[config.mk]
export PLATFORM = sky130hd
export DESIGN_NAME = cache_controller
export DESIGN_NICKNAME = d
export VERILOG_FILES = /design/src/rtl/cache_controller_pkg.sv /design/src/rtl/cache_controller_stat_counter.sv /design/src/rtl/cache_controller.sv
export SDC_FILE = /design/constraint.sdc
export NUM_CORES = 1
export LEC_CHECK = 0
export ABC_AREA = 0
export ABC_CLOCK_PERIOD_IN_PS = 5300
export CAP_MARGIN = 20
export CORE_AREA = 8 8 324 326
export DETAILED_ROUTE_END_ITERATION = 8
export DIE_AREA = 0 0 332 334
export HOLD_SLACK_MARGIN = 0.15
export MAX_ROUTING_LAYER = met4
export SKIP_CTS_REPAIR_TIMING = 1
export SKIP_LAST_GASP = 1
export SYNTH_ARGS = -nofsm -noshare
export SYNTH_HDL_FRONTEND = slang
export SYNTH_SLANG_ARGS = --single-unit
[constraint.sdc]
create_clock -name clk -period 5.3 [get_ports clk]
set_input_delay 1.06 -clock clk [delete_from_list [all_inputs] [get_ports clk]]
set_output_delay 1.06 -clock clk [all_outputs]
set_load 0.02 [all_outputs]
[src/rtl/cache_controller_pkg.sv]
// Shared constants, state encodings and address helpers for the direct-mapped
// data-cache bank controller.
package cache_controller_pkg;

   localparam int ADDR_W = 32;
   localparam int WORD_W = 32;
   localparam int LINE_W = 128;
   localparam int TAG_W  = 25;
   localparam int IDX_W  = 3;
   localparam int OFF_W  = 4;

   typedef enum logic [2:0] {
      CACHE_IDLE       = 3'd0,
      CACHE_COMPARE    = 3'd1,
      CACHE_WRITE_BACK = 3'd2,
      CACHE_ALLOCATE   = 3'd3,
      CACHE_FILL       = 3'd4
   } cache_state_e;

   function automatic logic [ADDR_W-1:0] line_addr(input logic [TAG_W-1:0] tag,
                                                   input logic [IDX_W-1:0] idx);
      return {tag, idx, {OFF_W{1'b0}}};
   endfunction

endpackage

[src/rtl/cache_controller_stat_counter.sv]
// 32-bit event counter with increment and synchronous clear; wraps at 2^32.
module cache_stat_counter
(
   input  logic        clk,
   input  logic        reset,
   input  logic        inc,
   input  logic        clr,
   output logic [31:0] count
);

   logic [31:0] count_q, count_d;

   always_comb begin
      count_d = count_q;
      if (clr)
         count_d = '0;
      else if (inc)
         count_d = count_q + 32'd1;
   end

   // NOTE: sequential state uses non-blocking (<=) so every flop samples pre-edge values.
   always_ff @(posedge clk or negedge reset) begin
      if (!reset)
         count_q <= '0;
      else
         count_q <= count_d;
   end

   assign count = count_q;

endmodule

[src/rtl/cache_controller.sv]
// Sequencing FSM for one direct-mapped data-cache bank: lookup, dirty write-back,
// allocate, fill and re-lookup, plus pipeline stall and hit/miss statistics.
module cache_controller
   import cache_controller_pkg::*;
(
   input  logic              clk,
   input  logic              reset,
   input  logic              req_valid,
   input  logic              req_rw,
   input  logic [ADDR_W-1:0] req_addr,
   input  logic [WORD_W-1:0] req_wdata,
   output logic              req_ready,
   output logic              resp_valid,
   output logic [WORD_W-1:0] resp_rdata,
   output logic              is_stall,
   output logic [ADDR_W-1:0] bank_addr,
   output logic              bank_lookup,
   input  logic              bank_hit,
   input  logic              bank_dirty,
   input  logic [TAG_W-1:0]  bank_victim_tag,
   input  logic [LINE_W-1:0] bank_victim_line,
   input  logic [WORD_W-1:0] bank_rword,
   output logic              bank_word_write,
   output logic [WORD_W-1:0] bank_wdata,
   output logic              bank_fill,
   output logic [LINE_W-1:0] bank_fill_line,
   output logic              mem_req_valid,
   output logic              mem_req_write,
   output logic [ADDR_W-1:0] mem_req_addr,
   output logic [LINE_W-1:0] mem_wline,
   input  logic              mem_done,
   input  logic [LINE_W-1:0] mem_rline,
   output logic [31:0]       hit_count,
   output logic [31:0]       miss_count
);

   cache_state_e      state_q, state_d;
   logic              req_rw_q, req_rw_d;
   logic [ADDR_W-1:0] req_addr_q, req_addr_d;
   logic [WORD_W-1:0] req_wdata_q, req_wdata_d;
   logic [LINE_W-1:0] victim_line_q, victim_line_d;
   logic [ADDR_W-1:0] victim_addr_q, victim_addr_d;
   logic [LINE_W-1:0] fill_line_q, fill_line_d;
   logic              first_lookup_q, first_lookup_d;
   logic              hit_inc, miss_inc;

   logic [IDX_W-1:0]  req_idx;
   logic [TAG_W-1:0]  req_tag;

   assign req_idx = req_addr_q[OFF_W +: IDX_W];
   assign req_tag = req_addr_q[ADDR_W-1 -: TAG_W];

   // NOTE: every signal written here gets a default first, so no path can infer a latch.
   always_comb begin
      state_d         = state_q;
      req_rw_d        = req_rw_q;
      req_addr_d      = req_addr_q;
      req_wdata_d     = req_wdata_q;
      victim_line_d   = victim_line_q;
      victim_addr_d   = victim_addr_q;
      fill_line_d     = fill_line_q;
      first_lookup_d  = first_lookup_q;
      hit_inc         = 1'b0;
      miss_inc        = 1'b0;

      req_ready       = 1'b0;
      resp_valid      = 1'b0;
      resp_rdata      = '0;
      is_stall        = 1'b0;
      bank_addr       = req_addr_q;
      bank_lookup     = 1'b0;
      bank_word_write = 1'b0;
      bank_wdata      = '0;
      bank_fill       = 1'b0;
      bank_fill_line  = '0;
      mem_req_valid   = 1'b0;
      mem_req_write   = 1'b0;
      mem_req_addr    = '0;
      mem_wline       = '0;

      case (state_q)
         CACHE_IDLE: begin
            req_ready = 1'b1;
            if (req_valid) begin
               req_rw_d       = req_rw;
               req_addr_d     = req_addr;
               req_wdata_d    = req_wdata;
               first_lookup_d = 1'b1;
               is_stall       = 1'b1;
               state_d        = CACHE_COMPARE;
            end
         end

         CACHE_COMPARE: begin
            bank_lookup = 1'b1;
            if (bank_hit) begin
               resp_valid = 1'b1;
               if (req_rw_q) begin
                  bank_word_write = 1'b1;
                  bank_wdata      = req_wdata_q;
               end else begin
                  resp_rdata = bank_rword;
               end
               // The post-fill re-lookup always hits; only the original lookup counts.
               hit_inc = first_lookup_q;
               state_d = CACHE_IDLE;
            end else begin
               is_stall      = 1'b1;
               miss_inc      = 1'b1;
               victim_line_d = bank_victim_line;
               victim_addr_d = line_addr(bank_victim_tag, req_idx);
               state_d       = bank_dirty ? CACHE_WRITE_BACK : CACHE_ALLOCATE;
            end
         end

         CACHE_WRITE_BACK: begin
            is_stall      = 1'b1;
            mem_req_valid = 1'b1;
            mem_req_write = 1'b1;
            mem_req_addr  = victim_addr_q;
            mem_wline     = victim_line_q;
            if (mem_done)
               state_d = CACHE_ALLOCATE;
         end

         CACHE_ALLOCATE: begin
            is_stall      = 1'b1;
            mem_req_valid = 1'b1;
            mem_req_addr  = line_addr(req_tag, req_idx);
            if (mem_done) begin
               fill_line_d = mem_rline;
               state_d     = CACHE_FILL;
            end
         end

         CACHE_FILL: begin
            is_stall       = 1'b1;
            bank_fill      = 1'b1;
            bank_fill_line = fill_line_q;
            first_lookup_d = 1'b0;
            state_d        = CACHE_COMPARE;
         end

         default: state_d = CACHE_IDLE;
      endcase
   end

   // NOTE: datapath buffers are reset too, keeping every bank/memory output at zero out of reset.
   always_ff @(posedge clk or negedge reset) begin
      if (!reset) begin
         state_q        <= CACHE_IDLE;
         req_rw_q       <= 1'b0;
         req_addr_q     <= '0;
         req_wdata_q    <= '0;
         victim_line_q  <= '0;
         victim_addr_q  <= '0;
         fill_line_q    <= '0;
         first_lookup_q <= 1'b0;
      end else begin
         state_q        <= state_d;
         req_rw_q       <= req_rw_d;
         req_addr_q     <= req_addr_d;
         req_wdata_q    <= req_wdata_d;
         victim_line_q  <= victim_line_d;
         victim_addr_q  <= victim_addr_d;
         fill_line_q    <= fill_line_d;
         first_lookup_q <= first_lookup_d;
      end
   end

   cache_stat_counter u_hit_counter (
      .clk   (clk),
      .reset (reset),
      .inc   (hit_inc),
      .clr   (1'b0),
      .count (hit_count)
   );

   cache_stat_counter u_miss_counter (
      .clk   (clk),
      .reset (reset),
      .inc   (miss_inc),
      .clr   (1'b0),
      .count (miss_count)
   );

endmodule

==> impl_metrics.json, run 1 <==
{
  "fill_cells": 10300,
  "hpwlAfterDp_um": 65600,
  "max-cap-violations": 0,
  "ys_seq_elements": 417,
  "finalSetupViolCount": 0,
  "yosys.area.top_type": "dfrtp_1",
  "start_util_pct": 18.9,
  "ys.flop_type": "dfrtp_1",
  "final_common_cell": "clkdlybuf4s50_1",
  "netlist_instances": 1804,
  "routed-via-count": 16200,
  "instances_no_fill": 3975,
  "yosysTopAreaCellShare_pct": 55.5,
  "yosys_warnings": 0,
  "crit_required_ns": 4.24,
  "wl_per_cell_um": 21.3,
  "multi_input_comb_area_mm2": 0.00786,
  "cts-buffers-inserted": 52,
  "end_kind": "output port",
  "gr-total-overflow": 0,
  "grt_antenna_before_repair": 22,
  "cts_root_buffer": "clkbuf_16",
  "async_reset_ff_share_pct": 100,
  "drc": 0,
  "seq_area_frac_synth_pct": 55.5,
  "hold_class": "register to register",
  "synth_edf_count": 0,
  "via_per_inst": 4.06,
  "fin_crit_ns": 4.49,
  "p_leak_nw": 13.5,
  "drv_slew": 0,
  "clkLatencyLatePin_ns": 0.61,
  "layout_common_cells": "clkdlybuf4s50_1, nand2_1, dfrtp_1",
  "core_mm2": 0.0996,
  "fmax_mhz": 223,
  "rows": 116,
  "period_share_pct": 84.7,
  "die_area_mm2": 0.111,
  "cts_htree_levels": 2,
  "layout-area-overhead-vs-synth_pct": 62.6,
  "grt_pass1_vias": 17000,
  "grtUsageTotal_pct": 15.1,
  "ant_nets": 0,
  "status": "finished clean",
  "portBuffers": 835,
  "cts_tree": "done",
  "seq_area_mm2": 0.0104,
  "hold_viol": 0,
  "place_congestion": 0.815,
  "tns_ns": 0,
  "fin_skew_ns": 0.0197,
  "powerDensity_mw_per_mm2": 486,
  "fp.dieW_um": 332,
  "grt_max_degree": 129,
  "ios": 840,
  "final_area_mm2": 0.0306,
  "startpoint_type": "register",
  "preCtsSetupSlack_ns": 0.973,
  "dr.first_iter.drc_count": 854,
  "fin_nets": 3004,
  "ir_drop_v": 0.000248,
  "final_layout_size_suffix_gt1_share_pct": 13.1,
  "syn_area_mm2": 0.0188,
  "rsz0062_at_grt": "no",
  "worst_slack_ns": 0.810,
  "wl_um": 84600,
  "grt_pass1_wl_um": 122000,
  "power_mw": 14.8,
  "dr.pass1.iters": 5,
  "dp.cells": 3860,
  "syn_avg_cell_area_um2": 10.4,
  "yosys-top-cells-area": "dfrtp_1, mux2_2, nand2_1, and2_1, and3_1",
  "dpl_cell_area_mm2": 0.0287,
  "max_slew_margin_pct": 29.5,
  "critPathMaxFanout": 76,
  "path_clk_slew_ns": 0.06,
  "tightest_slew_ns": 1.05,
  "synth.distinct_cells": 41,
  "worstSetupPathType": "register to output port",
  "die_y_um": 334,
  "clock-sinks": 417,
  "cp.arrival_ns": 3.43,
  "cts.path.max_buffers": 3
}
-- per-layer routing --
| layer | track usage [%] | vias up | wire (µm) |
|---|---|---|---|
| met5 | - | - | 0 |
| met4 | 6.05 | 0 | 3040 |
| met3 | 6.34 | 123 | 7950 |
| met2 | 24.6 | 596 | 41300 |
| met1 | 16.2 | 7888 | 32300 |
| li1 | - | 7550 | - |
-- power breakdown --
group / internal, mW / switching [mW] / leakage [nW]
logic: 2.74 / 3.00 / 7.46
clock network: 2.15 / 1.51 / 0.868
registers: 4.54 / 0.904 / 5.15
-- state kept, by name, summed over array words and instances, names as in the netlist --
name and count:
bank_addr 32, fill_line_q 128, first_lookup_q 1, req_rw_q 1, req_wdata_q 32, state_q 3, u_hit_counter.count 32, u_miss_counter.count 32
victim_addr_q 28, victim_line_q 128
-- cell type report --
class                      instances  share of cell area (%)
antenna                           16                   0.131
inverter                           8                  0.0983
timing repair buffer             879                    28.9
multi-input combinational       1260                    25.7
clock buffer                      72                    4.83
tap                             1298                    5.31
sequential                       417                    34.2
clock inverter                    25                   0.884
-- synthesized netlist by cell type, drive strengths merged, types with 2 or more instances --
library cell / n
nor4: 6
clkbuf: 84
and2: 197
dfrtp: 417
nor2: 44
mux2: 194
and4: 6
o21ai: 3
buf: 38
nand4: 26
and3: 137
nor3: 15
or4: 4
inv: 8
nor3b: 2
xor2: 17
mux2i: 28
ha: 2
a21oi: 3
nand3: 21
nand2: 494
nand2b: 2
xnor2: 45
-- cell families (layout without fill, tap and decap cells) --
group | count (synthesis) | in the layout | share of synthesized area [%]
other | 1 | 20 | 0.0200
AND/OR/NAND/NOR | 962 | 962 | 25.1
buffers and inverters | 130 | 984 | 2.94
adder cells (fa/ha/maj) | 2 | 2 | 0.133
multiplexers | 222 | 222 | 13.1
XOR/XNOR | 62 | 62 | 2.89
AO/OA/AOI/OAI | 8 | 8 | 0.240
flip-flops | 417 | 417 | 55.5
-- metrics by stage --
step           hold slack (ns)  util [%]
2_1_floorplan            0.437         -
3_3_place_gp             0.449      28.9
3_5_place_dp             0.454      28.9
4_1_cts                  0.468      30.6
5_1_grt                  0.484      30.7
6_report                 0.462      30.7
-- worst paths after layout --
check                                              start                              endpoint  slack, ns  cells after the start
max                               state_q[2]$_DFFE_PN0P_                        bank_wdata[13]       0.81                      6
min                        victim_line_q[86]$_DFFE_PN0P_         victim_line_q[86]$_DFFE_PN0P_       0.46                      2
min in group asynchronous                          reset        victim_line_q[103]$_DFFE_PN0P_       0.51                      1
max reg2reg                       state_q[2]$_DFFE_PN0P_           fill_line_q[75]$_DFFE_PN0P_       2.08                      5
min reg2reg                victim_line_q[86]$_DFFE_PN0P_         victim_line_q[86]$_DFFE_PN0P_       0.46                      2
max in group asynchronous                          reset  u_miss_counter.count[25]$_DFFE_PN0P_       3.72                      2
-- critical path, cell delays in order (launching register included) --
cell and delay (ns):
dfrtp_4 0.75, or3b_1 0.64, inv_1 0.13, and3_1 0.16, buf_4 0.29, and2_1 0.19, clkdlybuf4s50_1 0.61
Power figures use the tool's default switching activity.
==> inputs of run 2 (changes only) <==
--- a/config.mk
+++ b/config.mk
@@ -6,11 +6,11 @@
 export NUM_CORES = 1
 export LEC_CHECK = 0
 export ABC_AREA = 0
-export ABC_CLOCK_PERIOD_IN_PS = 5300
+export ABC_CLOCK_PERIOD_IN_PS = 3700
 export CAP_MARGIN = 20
-export CORE_AREA = 8 8 324 326
+export CORE_AREA = 8 8 317 319
 export DETAILED_ROUTE_END_ITERATION = 8
-export DIE_AREA = 0 0 332 334
+export DIE_AREA = 0 0 325 327
 export HOLD_SLACK_MARGIN = 0.15
 export MAX_ROUTING_LAYER = met4
 export SKIP_CTS_REPAIR_TIMING = 1
==> constraint.sdc (replaced) <==
create_clock -name clk -period 3.7 [get_ports clk]
set_input_delay 0.74 -clock clk [delete_from_list [all_inputs] [get_ports clk]]
set_output_delay 0.74 -clock clk [all_outputs]
set_load 0.02 [all_outputs]
==> impl_metrics.json, run 2 (same netlist as run 1, synthesis figures left out) <==
{
  "ios": 840,
  "path_clk_slew_ns": 0.06,
  "dr.pass1.iters": 5,
  "dp.cells": 3857,
  "powerDensity_mw_per_mm2": 691,
  "wl_um": 82900,
  "final_area_mm2": 0.0307,
  "fin_crit_ns": 3.61,
  "layout-area-overhead-vs-synth_pct": 63.5,
  "hpwlAfterDp_um": 63900,
  "hold_end": "victim_line_q[5]$_DFFE_PN0P_",
  "cts-buffers-inserted": 51,
  "dr.first_iter.drc_count": 950,
  "startpoint_type": "register",
  "hold_viol": 0,
  "tns_ns": 0,
  "end_kind": "output port",
  "instances_no_fill": 3962,
  "die_y_um": 327,
  "fmax_mhz": 277,
  "clkLatencyLatePin_ns": 0.61,
  "hold_path_startpoint": "victim_line_q[5]$_DFFE_PN0P_",
  "grt_antenna_before_repair": 6,
  "fill_cells": 9829,
  "hold_depth": 2,
  "comb_power_share_pct": 39.2,
  "switching_share_pct": 36.1,
  "fin_nets": 3024,
  "die_area_mm2": 0.106,
  "fin_skew_ns": 0.0206,
  "ff2ff_path_depth": 5,
  "cts.path.max_buffers": 3,
  "cp.arrival_ns": 2.87,
  "dpl_cell_area_mm2": 0.0289,
  "top_regs": "fill_line_q x128, victim_line_q x128",
  "wl_per_cell_um": 20.9,
  "routed-via-count": 16200,
  "p_int_mw": 13.6,
  "portBuffers": 835,
  "status": "finished clean",
  "max-cap-violations": 0,
  "grt_pass1_vias": 17000,
  "start_util_pct": 19.6,
  "tightest_slew_ns": 1.16,
  "grtUsageTotal_pct": 15.3,
  "drv_slew": 0,
  "seqPwrFrac_pct": 36.7,
  "r2r_setup_slack_ns": 0.95,
  "crit_required_ns": 2.96,
  "max_slew_margin_pct": 22.5,
  "power.switching_mw": 7.67,
  "gr-total-overflow": 0,
  "worstSetupPathType": "register to output port",
  "critPathMaxFanout": 11,
  "cts_root_buffer": "clkbuf_16",
  "layout_common_cells": "clkdlybuf4s50_1, nand2_1, dfrtp_1",
  "ir_drop_v": 0.000377,
  "hold_ws_ns": 0.463,
  "period_share_pct": 97.5,
  "p_leak_nw": 13.9,
  "hold_class": "register to register",
  "clock-sinks": 417,
  "drc": 0,
  "via_per_inst": 4.09,
  "grt_max_degree": 159,
  "rsz0062_at_grt": "yes",
  "final_common_cell": "clkdlybuf4s50_1",
  "ant_nets": 0,
  "core_mm2": 0.0957,
  "power_mw": 21.2,
  "fp.dieW_um": 325,
  "finalSetupViolCount": 0,
  "cts_htree_levels": 2,
  "cts_tree": "done",
  "reg2reg_to": "u_miss_counter.count[28]$_DFFE_PN0P_",
  "final_layout_size_suffix_gt1_share_pct": 14.0,
  "place_congestion": 0.860,
  "reg2reg_from": "state_q[0]$_DFFE_PN0P_",
  "rows": 114,
  "clockPowerShare_pct": 24.0,
  "grt_pass1_wl_um": 120000
}
-- run 2: cell count changes in the layout (fill, tap and decap cells not counted), sizes merged --
cell / before / now
buf: 48 / 82
inv: 11 / 9
clkdlybuf4s50: 830 / 801
dlygate4sd3: 0 / 1
clkinvlp: 2 / 1
clkinv: 16 / 13
diode: 16 / 9
dlymetal6s2s: 0 / 16
-- run 2: layer usage --
| layer | vias up | wire length [µm] | track usage, % |
|---|---|---|---|
| li1 | 7579 | - | - |
| met1 | 7962 | 33700 | 17.6 |
| met2 | 576 | 41600 | 26.1 |
| met3 | 87 | 5460 | 4.61 |
| met4 | 0 | 2170 | 4.13 |
| met5 | - | 0 | - |
-- run 2: worst max path at each step --
stage	from	endpoint	cells after the start
2_1_floorplan	state_q[1]$_DFFE_PN0P_	bank_wdata[22]	7
3_3_place_gp	bank_hit	resp_rdata[7]	6
3_5_place_dp	bank_hit	resp_rdata[15]	6
4_1_cts	state_q[1]$_DFFE_PN0P_	resp_rdata[15]	6
5_1_grt	state_q[1]$_DFFE_PN0P_	resp_rdata[15]	6
6_report	state_q[1]$_DFFE_PN0P_	resp_rdata[15]	6
-- run 2: power groups by stage --
stage | logic [mW] | clock network, mW | registers (mW)
after CTS | 8.45 | 5.31 | 7.82
after floorplan | 4.50 | 0 | 7.53
after detailed placement | 8.43 | 0 | 7.87
final | 8.34 | 5.10 | 7.80
after global routing | 9.03 | 5.48 | 8.05
after global placement | 8.33 | 0 | 7.83
-- run 2: worst max-delay path, stage by stage (launching register included) --
cell             delay (ns)
dfrtp_2                0.49
or3b_1                 0.41
buf_4                  0.19
nor3_4                 0.22
buf_6                  0.19
and2_1                 0.15
clkdlybuf4s50_1        0.62
-- run 2: through the flow --
stage,setup slack (ns),utilization [%]
CTS,-0.133,32.0
detailed placement,0.149,30.2
floorplan,0.882,-
finish,0.0919,32.1
global route,-0.0524,32.1
global placement,0.230,30.2
-- run 2: cell type report --
class                      count  area, µm²  share of cell area [%]
tap                         1276       1600                    5.19
timing repair buffer         900       9100                    29.6
inverter                       8       30.0                  0.0977
multi-input combinational   1260       7870                    25.6
clock inverter                19        216                   0.704
sequential                   417      10400                    34.0
clock buffer                  73       1460                    4.75
antenna                        9       22.5                  0.0733
